## src/rtl/core_pkg.sv

```systemverilog
// Shared core definitions: widths, the NOP encoding, the fetch step
// and the {pc, instr} bundle handed from fetch to decode.
package core_pkg;

    localparam int DEF_XLEN = 32;
    localparam logic [31:0] NOP_INSTR = 32'h0000_0013;
    localparam int INSTR_STEP = 4;

    typedef struct packed {
        logic [DEF_XLEN-1:0] pc;
        logic [31:0]         instr;
    } fetch_entry_t;

endpackage

```

## src/rtl/sync_fifo.sv

```systemverilog
// Generic synchronous FIFO with clear; head and occupancy are
// taken straight from registers.
module sync_fifo #(
    parameter int               WIDTH   = 8,
    parameter int               DEPTH   = 4,
    parameter logic [WIDTH-1:0] RST_VAL = '0
) (
    input  logic                   clk,
    input  logic                   rst,
    input  logic                   i_push,
    input  logic                   i_pop,
    input  logic                   i_clear,
    input  logic [WIDTH-1:0]       i_din,
    output logic [WIDTH-1:0]       o_head,
    output logic [$clog2(DEPTH):0] o_count,
    output logic                   o_nempty
);

    localparam int AW = (DEPTH > 1) ? $clog2(DEPTH) : 1;
    localparam int CW = $clog2(DEPTH) + 1;

    logic [WIDTH-1:0] r_mem [DEPTH];
    logic [AW-1:0]    r_wptr;
    logic [AW-1:0]    r_rptr;
    logic [CW-1:0]    r_count;
    logic             r_nempty;
    logic [CW-1:0]    w_cnt_nxt;

    function automatic logic [AW-1:0] f_inc(input logic [AW-1:0] p);
        return (p == AW'(DEPTH - 1)) ? '0 : p + AW'(1);
    endfunction

    always_comb begin
        w_cnt_nxt = r_count;
        if (i_push && !i_pop) begin
            w_cnt_nxt = r_count + CW'(1);
        end else if (i_pop && !i_push) begin
            w_cnt_nxt = r_count - CW'(1);
        end
    end

    always_ff @(posedge clk) begin
        if (!rst) begin
            r_wptr   <= '0;
            r_rptr   <= '0;
            r_count  <= '0;
            r_nempty <= 1'b0;
            for (int i = 0; i < DEPTH; i++) begin
                r_mem[i] <= RST_VAL;
            end
        end else if (i_clear) begin
            r_wptr   <= '0;
            r_rptr   <= '0;
            r_count  <= '0;
            r_nempty <= 1'b0;
        end else begin
            if (i_push) begin
                r_mem[r_wptr] <= i_din;
                r_wptr        <= f_inc(r_wptr);
            end
            if (i_pop) begin
                r_rptr <= f_inc(r_rptr);
            end
            r_count  <= w_cnt_nxt;
            r_nempty <= (w_cnt_nxt != '0);
        end
    end

    assign o_head   = r_mem[r_rptr];
    assign o_count  = r_count;
    assign o_nempty = r_nempty;

endmodule

```

## src/rtl/if_fetch_queue.sv

```systemverilog
// Decoupled instruction fetch: credit-limited in-order requests,
// a tag FIFO of in-flight PCs and a queue feeding IF/ID.
module if_fetch_queue
    import core_pkg::*;
#(
    parameter int              XLEN     = DEF_XLEN,
    parameter int              DEPTH    = 4,
    parameter int              MAX_OUT  = 2,
    parameter logic [XLEN-1:0] RESET_PC = '0
) (
    input  logic                   clk,
    input  logic                   rst,
    output logic                   imem_req,
    output logic [XLEN-1:0]        imem_addr,
    input  logic                   imem_gnt,
    input  logic                   imem_rvalid,
    input  logic [31:0]            imem_rdata,
    input  logic                   redirect,
    input  logic [XLEN-1:0]        redirect_pc,
    output logic                   id_valid,
    output logic [XLEN-1:0]        id_pc,
    output logic [31:0]            id_instr,
    input  logic                   id_ready,
    output logic [$clog2(DEPTH):0] occupancy
);

    localparam int OW = $clog2(MAX_OUT + 1);
    localparam int EW = XLEN + 32;
    localparam logic [EW-1:0] ENTRY_RST = {{XLEN{1'b0}}, NOP_INSTR};

    logic [XLEN-1:0]          r_fetch_pc;
    logic [OW-1:0]            r_discard;
    logic [XLEN-1:0]          w_tag;
    logic [$clog2(MAX_OUT):0] w_tag_cnt;
    logic                     w_tag_nempty;
    logic [EW-1:0]            w_head;
    int                       w_out;
    logic                     w_grant;
    logic                     w_drop;
    logic                     w_accept;
    logic                     w_pop;

    // Live tags plus pending drops is exactly the in-flight count.
    assign w_out = int'(w_tag_cnt) + int'(r_discard);

    assign imem_req = rst && !redirect && (w_out < MAX_OUT)
                   && (w_out + int'(occupancy) < DEPTH);
    assign imem_addr = r_fetch_pc;

    assign w_grant  = imem_req && imem_gnt;
    assign w_drop   = imem_rvalid && !redirect && (r_discard != '0);
    assign w_accept = imem_rvalid && !redirect && (r_discard == '0)
                   && w_tag_nempty;
    assign w_pop    = id_valid && id_ready && !redirect;

    always_ff @(posedge clk) begin
        if (!rst) begin
            r_fetch_pc <= RESET_PC;
            r_discard  <= '0;
        end else if (redirect) begin
            r_fetch_pc <= {redirect_pc[XLEN-1:2], 2'b00};
            r_discard  <= OW'(w_out - int'(imem_rvalid));
        end else begin
            if (w_grant) begin
                r_fetch_pc <= r_fetch_pc + XLEN'(INSTR_STEP);
            end
            if (w_drop) begin
                r_discard <= r_discard - OW'(1);
            end
        end
    end

    sync_fifo #(
        .WIDTH   (XLEN),
        .DEPTH   (MAX_OUT),
        .RST_VAL ('0)
    ) u_tag_fifo (
        .clk      (clk),
        .rst      (rst),
        .i_push   (w_grant),
        .i_pop    (w_accept),
        .i_clear  (redirect),
        .i_din    (r_fetch_pc),
        .o_head   (w_tag),
        .o_count  (w_tag_cnt),
        .o_nempty (w_tag_nempty)
    );

    sync_fifo #(
        .WIDTH   (EW),
        .DEPTH   (DEPTH),
        .RST_VAL (ENTRY_RST)
    ) u_data_q (
        .clk      (clk),
        .rst      (rst),
        .i_push   (w_accept),
        .i_pop    (w_pop),
        .i_clear  (redirect),
        .i_din    ({w_tag, imem_rdata}),
        .o_head   (w_head),
        .o_count  (occupancy),
        .o_nempty (id_valid)
    );

    assign id_pc    = w_head[EW-1:32];
    assign id_instr = w_head[31:0];

endmodule

```

## config.mk

```make
export PLATFORM = sky130hd
export DESIGN_NAME = if_fetch_queue
export DESIGN_NICKNAME = d
export VERILOG_FILES = /design/src/rtl/core_pkg.sv /design/src/rtl/sync_fifo.sv /design/src/rtl/if_fetch_queue.sv
export SDC_FILE = /design/constraint.sdc
export NUM_CORES = 1
export LEC_CHECK = 0
export ABC_AREA = 1
export CORE_MARGIN = 2
export CORE_UTILIZATION = 60
export DETAILED_ROUTE_END_ITERATION = 6
export PLACE_DENSITY_LB_ADDON = 0.05
export REMOVE_ABC_BUFFERS = 1
export SLEW_MARGIN = 5
export SYNTH_ARGS = -nofsm -noshare
export SYNTH_HDL_FRONTEND = slang
export SYNTH_SLANG_ARGS = --single-unit
```

## constraint.sdc

```tcl
create_clock -name clk -period 12.9 [get_ports clk]
set_input_delay 3.87 -clock clk [delete_from_list [all_inputs] [get_ports clk]]
set_output_delay 3.87 -clock clk [all_outputs]
set_load 0.05 [all_outputs]
```

==> flow_metrics.env, run 1 <==
export IMPL_core_um2=26130
export IMPL_setup_viol=0
export IMPL_fmax_ghz=0.1008
export IMPL_synth_avg_cell_area_um2=9.824
export IMPL_finalSetupTns_ns=0
export IMPL_post_cts_buffers=0
export IMPL_routedWlPerCell_um=18.17
export IMPL_crit_arrival_ns=6.05
export IMPL_antenna_diode_count=0
export IMPL_drt_wl_total_um=38670
export IMPL_worst_pin_slew_ns=1.047
export IMPL_min_to="u_tag_fifo.r_wptr"
export IMPL_final_max_slew_viol_count=0
export IMPL_clockBufferDepth=3
export IMPL_min_period_ns=9.922
export IMPL_area_growth_pct=18.78
export IMPL_die_area_um2=28010
export IMPL_p_total_mw=2.573
export IMPL_cts_htree_levels=2
export IMPL_drtPass1Iterations=7
export IMPL_grt_first_pass_wirelength_um=61010
export IMPL_port_buffers=164
export IMPL_ys_flop_type="edfxtp_1"
export IMPL_cpMostUsedCell="clkdlybuf4s50_1"
export IMPL_synth_seq_area_share_pct=63.76
export IMPL_rsz0062_at_grt="no"
export IMPL_cts_sinks=356
export IMPL_start_util_pct=61.28
export IMPL_slew_headroom_pct=30.17
export IMPL_antenna_found_initial=0
export IMPL_ys_seq_elements=356
export IMPL_register_area_um2=10210
export IMPL_ys_warn_count=0
export IMPL_critPathMaxStageDelay_ns=0.85
export IMPL_routed_via_density=5.633
export IMPL_finalHoldViolCount=0
export IMPL_num_rows=59
export IMPL_synth_largest_area_cell="edfxtp_1"
export IMPL_cp_start_kind="primary input"
export IMPL_slowest_stage="clkdlybuf4s50_1"
export IMPL_synth_area_um2=16010
export IMPL_root_buffer="clkbuf_16"
export IMPL_layout_nets=1846
export IMPL_synth_cell_type_count=37
export IMPL_finalCritPeriodShare_pct=76.92
export IMPL_dp_hpwl_um=22020
export IMPL_multi_input_area_um2=4872
export IMPL_r2r_start="u_tag_fifo.o_count[0]"
export IMPL_rr_worst_depth=11
export IMPL_worstPathCellList="clkdlybuf4s50_1, buf_4, inv_2, nand2_2, nor4_1, clkdlybuf4s50_1"
export IMPL_min_from="u_tag_fifo.r_wptr"
export IMPL_drc=14
export IMPL_holdPathStages=2
export IMPL_layout_drive_gt1_share_pct=6.414
export IMPL_path_clk_slew_ns=0.06
export IMPL_detail_route_antenna_nets=0
export IMPL_place_gp_congestion=0.9838
export IMPL_violations="DRC"
export IMPL_end_kind="output pin"
export IMPL_drt_initial_drc_count=1168
export IMPL_die_x_um=167.4
export IMPL_boundaryPins=171
export IMPL_synth_edf_count=308
export IMPL_cp_required_ns=9.03
export IMPL_status="finished with violations"
export IMPL_path_class="in2out"
export IMPL_p_leak_nw=7.239
export IMPL_ir_worst_vdd_uv=91.00
export IMPL_synthTopCellsByArea="edfxtp_1, nor2_1, dfxtp_1"
export IMPL_finalClockSkew_ns=0.01327
export IMPL_fp_dieH_um=167.4
export IMPL_maxCapViolations=0
export IMPL_grt_max_degree=81
export IMPL_r2r_end="u_tag_fifo.r_mem[0][27]"
export IMPL_yosysMostFrequentCell="nor2_1"
export IMPL_cts_resized=0
export IMPL_ctsHoldBuffers=0
export IMPL_power_density_nw_per_um2=135.3
export IMPL_hp_class="reg2reg"
export IMPL_cts_buffers=38
export IMPL_synth_top_area_share_pct=57.76
export IMPL_clk_latency_ns=0.52
export IMPL_path_max_fanout=30
export IMPL_groute_usage_overall_pct=27.69
export IMPL_cts_tree="built"
export IMPL_netlist_instances=1630
export IMPL_r2r_setup_slack_ns=9.25
export IMPL_grt_pass1_vias=11810
export IMPL_yosys_top_cells_count="nor2_1, edfxtp_1, nand2_1, o21ai_0, inv_1"
export IMPL_synth_async_sr_flop_share_pct=0
export IMPL_num_fill_cells=1921
export IMPL_grt_overflow=0
export IMPL_via_count=11990
==> layout make-up <==
type                       instances  area share (%)
clock buffer                      48           5.361
clock inverter                    20          0.9078
inverter                         149           2.947
multi-input combinational       1040           25.62
sequential                       356           53.70
tap                              335           2.204
timing repair buffer             180           9.262
==> stage by stage <==
stage	utilization (%)	cells	instance area (um2)	hold slack, ns	setup slack [ns]
floorplan	-	1545	15610	0.4453	3.330
global placement	68.22	2060	17830	0.4569	2.993
detailed placement	68.22	2060	17830	0.4558	2.994
CTS	72.79	2128	19020	0.4649	2.976
global route	72.79	2128	19020	0.4850	2.842
finish	72.79	2128	19020	0.4649	2.978
==> registers in the layout (all words and copies together) (netlist names), 2 cells and up, named ones only <==
| register | cells |
|---|---|
| r_discard | 2 |
| u_data_q.r_wptr | 2 |
| u_data_q.r_mem | 248 |
| u_data_q.r_rptr | 2 |
| u_tag_fifo.o_count | 2 |
| imem_addr | 30 |
| u_data_q.o_count | 3 |
| u_tag_fifo.r_mem | 60 |
==> per-layer routing <==
| metal | track usage, % | share of wire (%) |
|---|---|---|
| met1 | 37.13 | 41 |
| met4 | 7.940 | 2.2 |
| met3 | 3.876 | 7.6 |
| met2 | 47.68 | 49 |
| met5 | 0 | 0 |
==> worst max-delay path by stage <==
stage / start / to / slack [ns] / cells after the start
3_3_place_gp: redirect / imem_req / 2.99 / 6
4_1_cts: redirect / imem_req / 2.98 / 6
2_1_floorplan: redirect / imem_req / 3.33 / 3
3_5_place_dp: redirect / imem_req / 2.99 / 6
5_1_grt: redirect / imem_req / 2.84 / 6
6_report: redirect / imem_req / 2.98 / 6
==> kinds of logic after synthesis <==
group,Yosys count,synth area share (%)
AOI/OAI and AO/OA,259,8.728
xor gates and xnor gates,12,0.6563
adders and majority gates,11,0.9064
buffers and inverters,237,6.110
DFF,356,63.76
muxes,30,2.032
other,1,0.02342
and+or+nand+nor,724,17.78
==> critical path, delay by kind of cell <==
family | cells | cell delay [ns]
AND/OR/NAND/NOR | 2 | 0.43
buffers and inverters | 4 | 1.73
==> cells in the final DEF (no fill, tap or decap), types with 2 or more instances in the layout <==
cell type	count
edfxtp_1	308
nand2_4	3
a21oi_1	27
nand2_2	2
mux2i_1	10
clkdlybuf4s50_1	164
nor2_2	2
xor2_1	11
nand4_1	4
o211a_1	2
o22ai_1	63
dfxtp_1	46
o21ai_0	158
conb_1	4
ha_1	10
inv_1	138
clkinv_2	8
nor3_1	3
o21ai_1	2
bufinv_16	3
inv_6	2
nand2_1	184
buf_4	16
mux2_2	20
clkinv_1	9
clkbuf_16	39
nand3_1	32
nor2_4	4
a31oi_1	4
clkbuf_1	8
inv_2	9
nor2_1	486
==> where the power goes <==
| group | switching, mW | internal [mW] |
|---|---|---|
| Clock | 0.432 | 0.620 |
| Sequential | 0.0211 | 1.29 |
| Combinational | 0.143 | 0.0659 |
Power figures use the tool's default switching activity.
==> run 2: changes to the inputs <==
--- a/config.mk
+++ b/config.mk
@@ -7,7 +7,7 @@
 export LEC_CHECK = 0
 export ABC_AREA = 1
 export CORE_MARGIN = 2
-export CORE_UTILIZATION = 60
+export CORE_UTILIZATION = 51
 export DETAILED_ROUTE_END_ITERATION = 6
 export PLACE_DENSITY_LB_ADDON = 0.05
 export REMOVE_ABC_BUFFERS = 1
==> constraint.sdc (replaced) <==
create_clock -name clk -period 8 [get_ports clk]
set_input_delay 2.4 -clock clk [delete_from_list [all_inputs] [get_ports clk]]
set_output_delay 2.4 -clock clk [all_outputs]
set_load 0.05 [all_outputs]
==> run 2 against run 1 <==
Combinational power rose by 64%; largest power group unchanged; highest routed layer unchanged; core utilization shrank 10 points; the flow now finishes without violations; register-to-register slack worse by 4.8 ns; non-clock buffer count up 4; die area is 17% higher; hold slack improved by 0.0014 ns; final area increased by 1.1%; via count shrank 0.50%.
==> flow_metrics.env, run 2 (synthesis results as in run 1) <==
export IMPL_groute_usage_overall_pct=24.55
export IMPL_maxCapViolations=0
export IMPL_num_rows=64
export IMPL_grt_pass1_vias=11590
export IMPL_critPathCapture="imem_req"
export IMPL_r2r_start="r_discard[0]"
export IMPL_antenna_found_initial=0
export IMPL_antenna_diode_count=0
export IMPL_critPathMaxStageDelay_ns=0.40
export IMPL_post_cts_buffers=0
export IMPL_start_util_pct=52.08
export IMPL_worst_pin_slew_ns=1.101
export IMPL_finalCritPeriodShare_pct=80.27
export IMPL_ir_worst_vdd_uv=130.1
export IMPL_cts_sinks=356
export IMPL_r2r_setup_slack_ns=4.46
export IMPL_power_density_nw_per_um2=219.9
export IMPL_routedWlPerCell_um=18.38
export IMPL_drtPass1Iterations=5
export IMPL_status="completed"
export IMPL_drt_initial_drc_count=949
export IMPL_grt_max_degree=103
export IMPL_path_depth=6
export IMPL_routed_via_density=5.434
export IMPL_worstPathCellList="clkdlybuf4s50_1, buf_4, inv_2, nand2_2, nor4_1, buf_4"
export IMPL_path_max_fanout=30
export IMPL_cts_tree="built"
export IMPL_critPathBufInv=4
export IMPL_post_layout_nonfiller_instances=2195
export IMPL_setup_viol=0
export IMPL_rr_worst_depth=12
export IMPL_dpl_instance_area_um2=17970
export IMPL_die_x_um=181.2
export IMPL_crit_family="buffers and inverters"
export IMPL_critPathLaunch="redirect"
export IMPL_p_leak_nw=7.302
export IMPL_r2r_end="u_tag_fifo.r_mem[1][30]"
export IMPL_finalSetupTns_ns=0
export IMPL_placed_cells=2125
export IMPL_via_count=11930
export IMPL_dp_hpwl_um=23510
export IMPL_grt_overflow=0
export IMPL_drc=0
export IMPL_path_clk_slew_ns=0.06
export IMPL_clk_latency_ns=0.52
export IMPL_num_fill_cells=2543
export IMPL_cp_start_kind="primary input"
export IMPL_slew_headroom_pct=26.59
export IMPL_crit_arrival_ns=4.02
export IMPL_boundaryPins=171
export IMPL_largest_reg_flops=248
export IMPL_place_gp_congestion=0.9301
export IMPL_die_area_um2=32830
export IMPL_finalHoldViolCount=0
export IMPL_cts_buffers=38
export IMPL_grt_first_pass_wirelength_um=63160
export IMPL_layout_drive_gt1_share_pct=6.837
export IMPL_end_kind="output pin"
export IMPL_cts_htree_levels=2
export IMPL_cpMostUsedCell="buf_4"
export IMPL_cp_required_ns=5.60
export IMPL_ctsHoldBuffers=0
export IMPL_layout_nets=1850
export IMPL_min_period_ns=6.422
export IMPL_rsz0062_at_grt="no"
export IMPL_final_max_slew_viol_count=0
export IMPL_finalClockSkew_ns=0.01817
export IMPL_fp_dieH_um=181.2
export IMPL_core_um2=30750
export IMPL_port_buffers=164
export IMPL_final_common_cell="nor2_1"
export IMPL_root_buffer="clkbuf_16"
export IMPL_fmax_ghz=0.1557
export IMPL_area_growth_pct=20.08
export IMPL_slowest_stage="clkdlybuf4s50_1"
export IMPL_hp_class="reg2reg"
export IMPL_cts_resized=0
export IMPL_mostFrequentLayoutCells="nor2_1, edfxtp_1, nand2_1, clkdlybuf4s50_1, o21ai_0"
export IMPL_detail_route_antenna_nets=0
export IMPL_regMostFlops="u_data_q.r_mem"
export IMPL_clockBufferDepth=3
export IMPL_hold_slack_ns=0.4663
export IMPL_path_class="in2out"
export IMPL_drt_wl_total_um=40340
export IMPL_stdcell_area_um2=19230
[run 2: cell count changes in the layout (fill, tap and decap cells not counted), moves of 2 or more]
cell,previous run,this run
buf_12,0,3
buf_4,16,18
clkbuf_16,39,41
inv_6,2,0
[run 2: layout make-up]
class                   count  area [um2]  area share, %
well taps                 396       495.5          2.577
repair buffers            184        1827          9.500
multi-input cells        1040        4872          25.34
clock inverters            22       206.4          1.074
inverters                 149       560.5          2.915
clock buffers              48        1052          5.472
flip-flops and latches    356       10210          53.12
[run 2: per-stage QoR]
| stage | util [%] | power, mW | worst slack (ns) |
|---|---|---|---|
| after detailed placement | 58.44 | 2.494 | 1.554 |
| after CTS | 62.53 | 4.250 | 1.537 |
| after global placement | 58.44 | 2.489 | 1.613 |
| after global routing | 62.53 | 4.349 | 1.389 |
| after floorplan | - | 2.345 | 0.08437 |
| final | 62.53 | 4.229 | 1.578 |
[run 2: how the worst min path moves through the flow]
stage	from	cells past startpoint	to	slack (ns)
final	u_tag_fifo.r_wptr	2	u_tag_fifo.r_wptr	0.47
after global placement	u_tag_fifo.r_wptr	2	u_tag_fifo.r_wptr	0.45
after floorplan	u_tag_fifo.r_wptr	2	u_tag_fifo.r_wptr	0.45
after CTS	u_tag_fifo.r_wptr	2	u_tag_fifo.r_wptr	0.47
after global routing	u_tag_fifo.r_wptr	2	u_tag_fifo.r_wptr	0.50
after detailed placement	u_tag_fifo.r_wptr	2	u_tag_fifo.r_wptr	0.46
[run 2: metal layers]
layer	share of wire, %	vias up	global-route usage (%)
li1	-	5728	-
met1	45	5792	34.18
met2	48	359	41.33
met3	5.9	48	3.165
met4	1.7	0	5.659
met5	0	-	0
[run 2: worst min-delay path: stages (launching register included)]
cell and delay, ns:
dfxtp_1 0.31, nand2_1 0.06, a21oi_1 0.06
[run 2: power breakdown]
group          total [mW]  internal (mW)  switching (mW)
clock                1.77           1.06           0.712
combinational       0.342          0.109           0.233
sequential           2.11           2.08          0.0337
total                4.23           3.25           0.978
==> run 3: changes to the inputs <==
--- a/config.mk
+++ b/config.mk
@@ -7,7 +7,7 @@
 export LEC_CHECK = 0
 export ABC_AREA = 1
 export CORE_MARGIN = 2
-export CORE_UTILIZATION = 51
+export CORE_UTILIZATION = 57
 export DETAILED_ROUTE_END_ITERATION = 6
 export PLACE_DENSITY_LB_ADDON = 0.05
 export REMOVE_ABC_BUFFERS = 1
==> constraint.sdc (replaced) <==
create_clock -name clk -period 6.2 [get_ports clk]
set_input_delay 1.86 -clock clk [delete_from_list [all_inputs] [get_ports clk]]
set_output_delay 1.86 -clock clk [all_outputs]
set_load 0.05 [all_outputs]
==> run 3 against run 2 <==
Worst setup slack worse by 0.60 ns; critical path type unchanged; critical endpoint unchanged; largest cell class unchanged; non-clock buffer count grew 3; power grew 23%; register-to-register slack worse by 1.6 ns; sequential power rose by 29%.
==> flow_metrics.env, run 3 (synthesis results as in run 1) <==
export IMPL_dpl_instance_area_um2=17980
export IMPL_layout_nets=1852
export IMPL_sequentialPowerShare_pct=52.4
export IMPL_hp_class="reg2reg"
export IMPL_die_area_um2=29450
export IMPL_cts_htree_levels=2
export IMPL_path_clk_slew_ns=0.06
export IMPL_cts_tree="built"
export IMPL_grt_pass1_vias=11440
export IMPL_end_kind="output pin"
export IMPL_min_from="u_tag_fifo.r_rptr"
export IMPL_critPathLaunch="redirect"
export IMPL_switchingPower_mw=1.214
export IMPL_finalClockSkew_ns=0.01659
export IMPL_groute_usage_overall_pct=26.62
export IMPL_maxCapViolations=0
export IMPL_drc=0
export IMPL_layout_drive_gt1_share_pct=6.730
export IMPL_fp_dieH_um=171.6
export IMPL_stdcell_area_um2=19090
export IMPL_core_um2=27710
export IMPL_final_common_cell="nor2_1"
export IMPL_area_growth_pct=19.19
export IMPL_worst_pin_slew_ns=0.9128
export IMPL_grt_first_pass_wirelength_um=60330
export IMPL_p_total_mw=5.208
export IMPL_via_count=11910
export IMPL_start_util_pct=57.80
export IMPL_drtPass1Iterations=5
export IMPL_ctsHoldBuffers=0
export IMPL_final_max_slew_viol_count=0
export IMPL_clockBufferDepth=3
export IMPL_path_max_fanout=13
export IMPL_cp_required_ns=4.34
export IMPL_p_comb_share_pct=8.5
export IMPL_drt_initial_drc_count=1207
export IMPL_cts_sinks=356
export IMPL_cp_start_kind="primary input"
export IMPL_port_buffers=164
export IMPL_antenna_diode_count=0
export IMPL_root_buffer="clkbuf_16"
export IMPL_mostFrequentLayoutCells="nor2_1, edfxtp_1, nand2_1, clkdlybuf4s50_1, o21ai_0"
export IMPL_p_leak_nw=7.247
export IMPL_boundaryPins=171
export IMPL_cts_buffers=37
export IMPL_finalCritPeriodShare_pct=84.29
export IMPL_p_clk_share_pct=39.2
export IMPL_ir_worst_vdd_uv=211.5
export IMPL_detail_route_antenna_nets=0
export IMPL_num_rows=61
export IMPL_post_cts_buffers=0
export IMPL_routedWlPerCell_um=17.84
export IMPL_regMostFlops="u_data_q.r_mem"
export IMPL_drt_wl_total_um=38820
export IMPL_routed_via_density=5.474
export IMPL_slew_headroom_pct=39.14
export IMPL_antenna_found_initial=0
export IMPL_crit_arrival_ns=3.37
export IMPL_power_density_nw_per_um2=272.9
export IMPL_swShare_pct=23.32
export IMPL_grt_overflow=0
export IMPL_cts_resized=0
export IMPL_r2r_start="u_tag_fifo.o_count[0]"
export IMPL_min_period_ns=5.226
export IMPL_grt_max_degree=63
export IMPL_die_x_um=171.6
export IMPL_path_class="in2out"
export IMPL_setup_viol=0
export IMPL_fmax_ghz=0.1914
export IMPL_dp_hpwl_um=23210
export IMPL_rsz0062_at_grt="no"
export IMPL_largest_reg_flops=248
export IMPL_clk_latency_ns=0.52
export IMPL_p_int_mw=3.993
export IMPL_utilization_pct=68.89
export IMPL_finalHoldViolCount=0
export IMPL_place_gp_congestion=0.9108
export IMPL_status="completed"
export IMPL_finalSetupTns_ns=0
[run 3: changes by cell type in the layout (fill, tap and decap cells not counted), moves of 2 or more]
cell,delta
clkinv_1,-4
clkbuf_16,-2
clkbuf_1,+6
buf_4,+2
bufinv_16,-4
[run 3: routing by layer]
layer  vias to the layer above  GRT usage [%]  part of all wire [%]
met5                         -              0                     0
met4                         0          7.148                   2.0
met3                        64          3.958                   7.0
met2                       423          44.86                    48
met1                      5702          36.32                    43
li1                       5722              -                     -
[run 3: worst max-delay path: stages]
cell and delay [ns]:
clkdlybuf4s50_1 0.43, inv_2 0.22, nand2_2 0.14, nor4_1 0.51, buf_12 0.20
[run 3: path summary, 6_finish.rpt]
kind,slack (ns),depth (start not counted),end
worst min register to register,0.47,2,register
worst max register to register,2.82,11,u_tag_fifo.r_mem[0][22]
worst min-delay path,0.47,2,register
worst max-delay path,0.97,5,imem_req
[run 3: power by group through the flow]
stage               logic (mW)  clock network, mW  registers (mW)
detailed placement       0.441                  0            2.78
global placement         0.435                  0            2.77
finish                   0.440               2.04            2.73
floorplan                0.213                  0            2.81
global route             0.472               2.16            2.73
CTS                      0.443               2.06            2.73
[run 3: stage by stage]
stage               instances  setup slack [ns]  hold slack (ns)
global placement         2110            0.9611           0.4546
global route             2176            0.8896           0.4982
finish                   2176            0.9741           0.4715
detailed placement       2110            0.9783           0.4651
CTS                      2176            0.9534           0.4759
floorplan                1545            -1.176           0.4453
[run 3: area by class of cell]
class | count | area [um2]
Fill cell | 2114 | 8620
Inverter | 149 | 560.5
Clock buffer | 53 | 1039
Sequential cell | 356 | 10220
Tap cell | 378 | 473.0
Multi-Input combinational cell | 1040 | 4872
Clock inverter | 13 | 63.81
Timing Repair Buffer | 187 | 1862
